===== src/rtl/run_sequencer.sv =====
// Launches a single-shot worker req_count times per accepted request, with a
// per-launch clear pulse, a bounded enable window and an idle gap between launches.
//
// state | meaning
// IDLE  | ready for a request
// CLR   | one-cycle worker clear
// RUN   | worker enabled, waiting for done or timeout
// GAP   | worker disabled between launches
// DONE  | one-cycle completion pulse
module run_sequencer #(
  parameter int CNT_W   = 8,
  parameter int TIMEOUT = 16,
  parameter int GAP     = 2
) (
  input  logic             clk,
  input  logic             rst,
  input  logic             req_valid,
  output logic             req_ready,
  input  logic [CNT_W-1:0] req_count,
  output logic             wk_en,
  output logic             wk_rst,
  input  logic             wk_done,
  output logic             busy,
  output logic [CNT_W-1:0] runs_done,
  output logic             seq_done,
  output logic             timeout_err
);

  localparam int TW = $clog2(TIMEOUT);
  localparam int GW = (GAP > 1) ? $clog2(GAP) : 1;
  localparam logic [TW-1:0] TMAX   = TW'(TIMEOUT - 1);
  localparam logic [GW-1:0] GAP_LD = GW'((GAP > 0) ? GAP - 1 : 0);

  typedef enum logic [2:0] {
    S_IDLE,
    S_CLR,
    S_RUN,
    S_GAP,
    S_DONE
  } state_t;

  state_t           state_q, state_d;
  logic [CNT_W-1:0] count_q, count_d;
  logic [CNT_W-1:0] runs_q, runs_d;
  logic [CNT_W-1:0] runs_inc;
  logic [TW-1:0]    timer_q, timer_d;
  logic [GW-1:0]    gap_q, gap_d;
  logic             err_q, err_d;

  assign runs_inc = runs_q + 1'b1;

  always_ff @(posedge clk) begin
    if (rst) begin
      state_q <= S_IDLE;
      count_q <= '0;
      runs_q  <= '0;
      timer_q <= '0;
      gap_q   <= '0;
      err_q   <= 1'b0;
    end else begin
      state_q <= state_d;
      count_q <= count_d;
      runs_q  <= runs_d;
      timer_q <= timer_d;
      gap_q   <= gap_d;
      err_q   <= err_d;
    end
  end

  always_comb begin
    state_d = state_q;
    count_d = count_q;
    runs_d  = runs_q;
    timer_d = timer_q;
    gap_d   = gap_q;
    err_d   = err_q;
    case (state_q)
      S_IDLE: begin
        if (req_valid) begin
          count_d = req_count;
          runs_d  = '0;
          err_d   = 1'b0;
          state_d = (req_count == '0) ? S_DONE : S_CLR;
        end
      end
      S_CLR: begin
        timer_d = '0;
        state_d = S_RUN;
      end
      S_RUN: begin
        timer_d = timer_q + 1'b1;
        // done on the last allowed cycle still counts as a success
        if (wk_done) begin
          runs_d = runs_inc;
          if (runs_inc == count_q) begin
            state_d = S_DONE;
          end else if (GAP == 0) begin
            state_d = S_CLR;
          end else begin
            gap_d   = GAP_LD;
            state_d = S_GAP;
          end
        end else if (timer_q == TMAX) begin
          err_d   = 1'b1;
          state_d = S_DONE;
        end
      end
      S_GAP: begin
        if (gap_q == '0) begin
          state_d = S_CLR;
        end else begin
          gap_d = gap_q - 1'b1;
        end
      end
      S_DONE: begin
        state_d = S_IDLE;
      end
      default: begin
        state_d = S_IDLE;
      end
    endcase
  end

  assign req_ready   = (state_q == S_IDLE);
  assign busy        = (state_q != S_IDLE);
  assign wk_rst      = (state_q == S_CLR);
  assign wk_en       = (state_q == S_RUN);
  assign seq_done    = (state_q == S_DONE);
  assign runs_done   = runs_q;
  assign timeout_err = err_q;

endmodule

===== config.mk =====
export PLATFORM = sky130hd
export DESIGN_NAME = run_sequencer
export DESIGN_NICKNAME = d
export VERILOG_FILES = /design/src/rtl/run_sequencer.sv
export SDC_FILE = /design/constraint.sdc
export NUM_CORES = 1
export LEC_CHECK = 0
export BUFFER_PORTS_ARGS = -buffer_cell sky130_fd_sc_hd__buf_4
export CORE_ASPECT_RATIO = 0.6
export CORE_MARGIN = 4
export CORE_UTILIZATION = 41
export DETAILED_ROUTE_END_ITERATION = 8
export PLACE_DENSITY = 0.65
export SETUP_SLACK_MARGIN = 0.5
export SLEW_MARGIN = 30
export SYNTH_ARGS = -nofsm -noshare
export SYNTH_HDL_FRONTEND = slang
export SYNTH_SLANG_ARGS = --single-unit

===== constraint.sdc =====
create_clock -name clk -period 3.7 [get_ports clk]
set_input_delay 0.925 -clock clk [delete_from_list [all_inputs] [get_ports clk]]
set_output_delay 0.925 -clock clk [all_outputs]
set_load 0.05 [all_outputs]

Word-level counts from Yosys, hierarchy flattened
Cells that the tools add are included.
{"block": "op_classes", "n_reduce_logical": 11, "n_div": 0, "eq_ne": 13, "magnitude_cmp": 0, "mul": 0, "bitwise": 0, "n_shift": 0, "add_sub_neg": 3, "muxes": 19}
{"operator": "3-bit two-way mux", "count": 6}
{"operator": "8-bit two-way mux", "count": 2}
{"operator": "8-bit one-hot mux with 2 select lines", "count": 1}
{"operator": "3-bit one-hot mux with 4 select lines", "count": 1}
{"operator": "3-bit AND reduction", "count": 3}
{"operator": "8-bit by 1-bit adder with 8-bit output (second input constant)", "count": 1}
{"operator": "8-bit equality test", "count": 1}
{"operator": "8-bit logical NOT", "count": 1}
{"operator": "2-bit != test (second input constant)", "count": 4}
{"operator": "4-bit one-hot mux with 2 select lines", "count": 1}
{"operator": "3-bit by 2-bit equality test with 1-bit output (second input constant)", "count": 2}
{"operator": "1-bit two-way mux", "count": 6}
{"operator": "2-bit nonzero test", "count": 3}
{"operator": "4-bit by 1-bit adder with 4-bit output (second input constant)", "count": 1}
{"operator": "4-bit equality test (second input constant)", "count": 1}
{"operator": "2-bit by 1-bit != test with 1-bit output (second input constant)", "count": 2}
{"operator": "1-bit one-hot mux with 2 select lines", "count": 2}
{"operator": "4-bit AND reduction", "count": 1}
{"operator": "3-bit by 1-bit equality test with 1-bit output (second input constant)", "count": 1}
{"operator": "3-bit equality test (second input constant)", "count": 1}
{"operator": "3-bit logical NOT", "count": 1}
{"operator": "3-bit by 1-bit != test with 1-bit output (second input constant)", "count": 1}
{"operator": "3-bit nonzero test", "count": 1}
{"operator": "2-bit AND reduction", "count": 1}
{"operator": "1-bit subtractor (second input constant)", "count": 1}
{"block": "word_totals", "romBits": 0, "output_inout_bits": 14, "ram_bits": 0, "input_bits": 12, "wordCells": 52, "n_memories": 0, "register_bits": 25, "latch_bits": 0}

Logic depth before layout (Yosys ltp)
{"block": "depth", "ltp_word": 5, "ltp_mapped": 7, "depth_no_buf": 7}

Worst setup path before layout
Ideal clock, no wire load.
{"block": "synth_path", "path_kind": "flip-flop to output port", "startpoint": "register state_q[2]", "endpoint": "output busy", "t_required_ns": 2.775, "arrival_time_ns": 2.230, "stages_incl_launch_ff": 3, "n_path_buf": 0, "path_slack_ns": 0.545, "path_cell_list": "dfxtp_1 -> nor3_1 -> inv_1"}
{"block": "synth_between", "elab_chain_len": 1}
{"element": "start, declared", "line": "42", "rtl": "state_t state_q, state_d;"}
{"element": "start signal, assigned", "line": "61", "rtl": "state_q <= state_d;"}
{"element": "3-bit nonzero test", "line": "125", "rtl": "assign busy = (state_q != S_IDLE);"}
{"element": "end, declared", "line": "23", "rtl": "output logic busy,"}
No other way between the ends.

Worst setup path after layout
{"block": "layout_path", "startpoint": "register runs_q[0], in the netlist runs_done[0]", "endpoint": "register gap_q"}
{"block": "layout_between", "elab_chain_len": 4}
{"element": "start, declared", "line": "44", "rtl": "logic [CNT_W-1:0] runs_q, runs_d;"}
{"element": "start signal, assigned", "line": "63", "rtl": "runs_q <= runs_d;"}
{"element": "8-bit by 1-bit adder with 8-bit output", "line": "50", "rtl": "assign runs_inc = runs_q + 1'b1;"}
{"element": "8-bit equality test", "line": "95", "rtl": "if (runs_inc == count_q) begin"}
{"element": "2-bit != test (no source line)"}
{"element": "3-bit AND reduction (no source line)"}
{"element": "end signal, assigned", "line": "65", "rtl": "gap_q <= gap_d;"}
{"element": "end, declared", "line": "47", "rtl": "logic [GW-1:0] gap_q, gap_d;"}
No other way between the ends.
A chain may end at the register's enable or synchronous reset.

==> impl_metrics.toml <==
[synthesis]
yosysSeqAreaShare_pct = 37.0
synth_mux_area_share_pct = 1.48
syn_nets = 190
yosysTopAreaCellShare_pct = 37.0
synth_top_family_by_area = "simple AND/OR/NAND/NOR gates"
yosys.area_share.adder_pct = 1.85
netlist_instances = 176
synth.avg_cell_area_um2 = 7.68
synth-seq-cells = 25
synth.top_cells.by_area = "dfxtp_1, a21oi_1, nand2_1, nor2_1, xnor2_1"
synth_area_leader_cell = "dfxtp_1"
synthSimpleGateAreaFrac_pct = 30.4
netlist_area_um2 = 1350
synthXorXnorAreaFrac_pct = 5.83
synth_cell_types = 39
synth_compound_area_share_pct = 20.3
ys_warn_count = 0

[timing]
setup_viol = 0
slew_violations = 0
worst_pin_slew_ps = 612
fin_setup_tns_ps = 0
max_slew_margin_pct = 59.2
finalCritPeriodShare_pct = 67.8
setup_ws_ps = 1190
rsz0062_at_grt = "false"
hold_viol_final = 0
fmaxAchievable_mhz = 399
fin_skew_ps = 5.40
fin_crit_ps = 2510

[placement]
portBuffers = 25
dpl_worst_slack_ps = 1240
routabilityCongestion = 0.937
place_hpwl_um = 2530

[critical_path]
reg2reg_to = "gap_q$_SDFFE_PP0P_"
slowest_stage = "or4_1"
cpPeakStageDelay_ps = 520
startpoint = "runs_done[0]$_SDFFE_PP0P_"
cp-start-kind = "flip-flop"
reg2reg_from = "runs_done[0]$_SDFFE_PP0P_"
end_kind = "flip-flop"
crit_arrival_ps = 2680
path_cells = "ha_1, nand3_2, o21a_1, or4_1, a2111oi_2, or2_2, a21oi_1"
cp-endpoint = "gap_q$_SDFFE_PP0P_"
rrSetupSlack_ps = 1190
reg2reg_depth = 7
critical_path_required_ps = 3870
crit_type = "flip-flop to flip-flop"
crit_fanout = 7

[die]
fp-row-count = 15
design.die.area_um2 = 4310
die_w_um = 82.2
initial_core_util_pct = 45.0
coreArea_um2 = 3000
die_h_um = 52.5
ios = 26

[pwr]
peakVddDrop_uv = 155
power_leakage_nw = 0.621
p_clk_share_pct = 27.1
comb_power_share_pct = 25.3
p_sw_mw = 0.223
seqPwrFrac_pct = 47.5
report.power.total_mw = 0.641
power_density_nw_per_um2 = 398
p_int_mw = 0.418
p_sw_share_pct = 34.8

[clocking]
cts.clk_slew.worst_paths_ps = 100
hold_buffers = 0
post_cts_buffers = 0
clock_latency_ps = 280
cts_tree = "done"
cts.sinks = 25
clockRootBuffer = "clkbuf_8"
ctsResizeCount = 0
cts_buffers = 3
clk_path_buf_depth = 2
cts.htree.levels = 1

[route]
dr.pass1.iters = 4
finalWirelength_um = 3450
via_count = 1330
wl_per_cell_um = 14.5
dr.first_iter.drc_count = 128
ant_nets = 0
drc = 0
vias_per_cell = 5.59

[global_routing]
grt-ovfl-total = 0
grt_pass1_vias = 1196
grt_pass1_wl_um = 5690
antenna_found_initial = 0
track_usage_pct = 17.8
grt_max_degree = 26

[final_layout]
drive_above_1_share_pct = 17.9
regArea_um2 = 500
fillers = 295
syn2layout_area_growth_pct = 19.1
nNetsFinal = 211
utilization_pct = 53.6
antennaDiodeCount = 0
final_common_cell = "a21oi_1"
multi_input_comb_area_um2 = 810
mostFrequentLayoutCells = "a21oi_1, nand2_1, buf_4, dfxtp_1, nor2_1"

[outcome]
status = "completed"

[job]
max-cap-violations = 0

[hold_path]
hold_path.class = "flip-flop to flip-flop"
==> critical path, delay by kind of cell, from the launching register on <==
kind                       cells  cell delay (ps)
DFF                            1              450
adders and majority gates      1              340
AOI/OAI and AO/OA              3              720
and+or+nand+nor                3              890
==> cell type report <==
class / count / area share (%)
Sequential cell: 25 / 31.1
Multi-Input combinational cell: 140 / 50.3
Inverter: 1 / 0.233
Clock buffer: 3 / 2.56
Timing Repair Buffer: 26 / 12.1
Clock inverter: 1 / 0.466
Tap cell: 42 / 3.26
==> per-layer routing <==
layer	up-vias	global-route usage [%]	routed length (um)
li1	670	-	-
met1	604	25.1	1670
met2	51	26.3	1420
met3	5	4.81	322
met4	0	5.52	33
met5	-	0	0
==> kinds of logic (layout without fill, tap and decap cells) <==
group	Yosys count	after routing
xor gates and xnor gates	9	9
buffers and inverters	11	31
DFF	25	25
muxes	2	2
and+or+nand+nor	80	80
adders and majority gates	2	2
AOI/OAI and AO/OA	47	47
==> registers in the layout (all words and copies together), names as in the netlist <==
| signal | count |
|---|---|
| timer_q | 4 |
| count_q | 8 |
| runs_done | 8 |
| gap_q | 1 |
| timeout_err | 1 |
| state_q | 3 |
==> worst min path at each step <==
stage,from,to,slack (ps),cells after the start
after floorplan,count_q[0]$_SDFFE_PP0P_,count_q[0]$_SDFFE_PP0P_,450,2
after global placement,count_q[3]$_SDFFE_PP0P_,count_q[3]$_SDFFE_PP0P_,460,2
after detailed placement,count_q[7]$_SDFFE_PP0P_,count_q[7]$_SDFFE_PP0P_,470,2
after CTS,count_q[7]$_SDFFE_PP0P_,count_q[7]$_SDFFE_PP0P_,480,2
after global routing,count_q[7]$_SDFFE_PP0P_,count_q[7]$_SDFFE_PP0P_,490,2
final,count_q[3]$_SDFFE_PP0P_,count_q[3]$_SDFFE_PP0P_,480,2
==> synth_stat cells, drive strengths merged <==
master	number
a2111oi	2
a211oi	1
nand2b	2
nor3	5
a31oi	1
a41oi	1
a32oi	1
or4	4
nor3b	3
clkbuf	8
o21a	1
or3	5
buf	2
a22oi	1
nand4b	1
or2	1
nand3b	2
o221ai	2
nor2	16
nand2	27
inv	1
nor2b	1
dfxtp	25
a21oi	29
xnor2	5
and3	3
xor2	4
mux2i	2
and2	3
and4	1
nand3	5
nand4	1
ha	2
o21ai	8
==> stage by stage <==
step                hold WS (ps)  cell area (um2)  std cells
finish                       479             1610        238
floorplan                    448             1350        176
detailed placement           467             1560        234
global placement             463             1560        234
CTS                          481             1610        238
global route                 494             1610        238
==> power by group through the flow <==
stage	Sequential (mW)	Combinational, mW	Clock, mW
after floorplan	0.302	0.122	0
after global placement	0.310	0.159	0
after detailed placement	0.311	0.162	0
after CTS	0.304	0.162	0.176
after global routing	0.307	0.177	0.190
final	0.305	0.163	0.174
No activity file was read; power rests on OpenSTA's default activity.
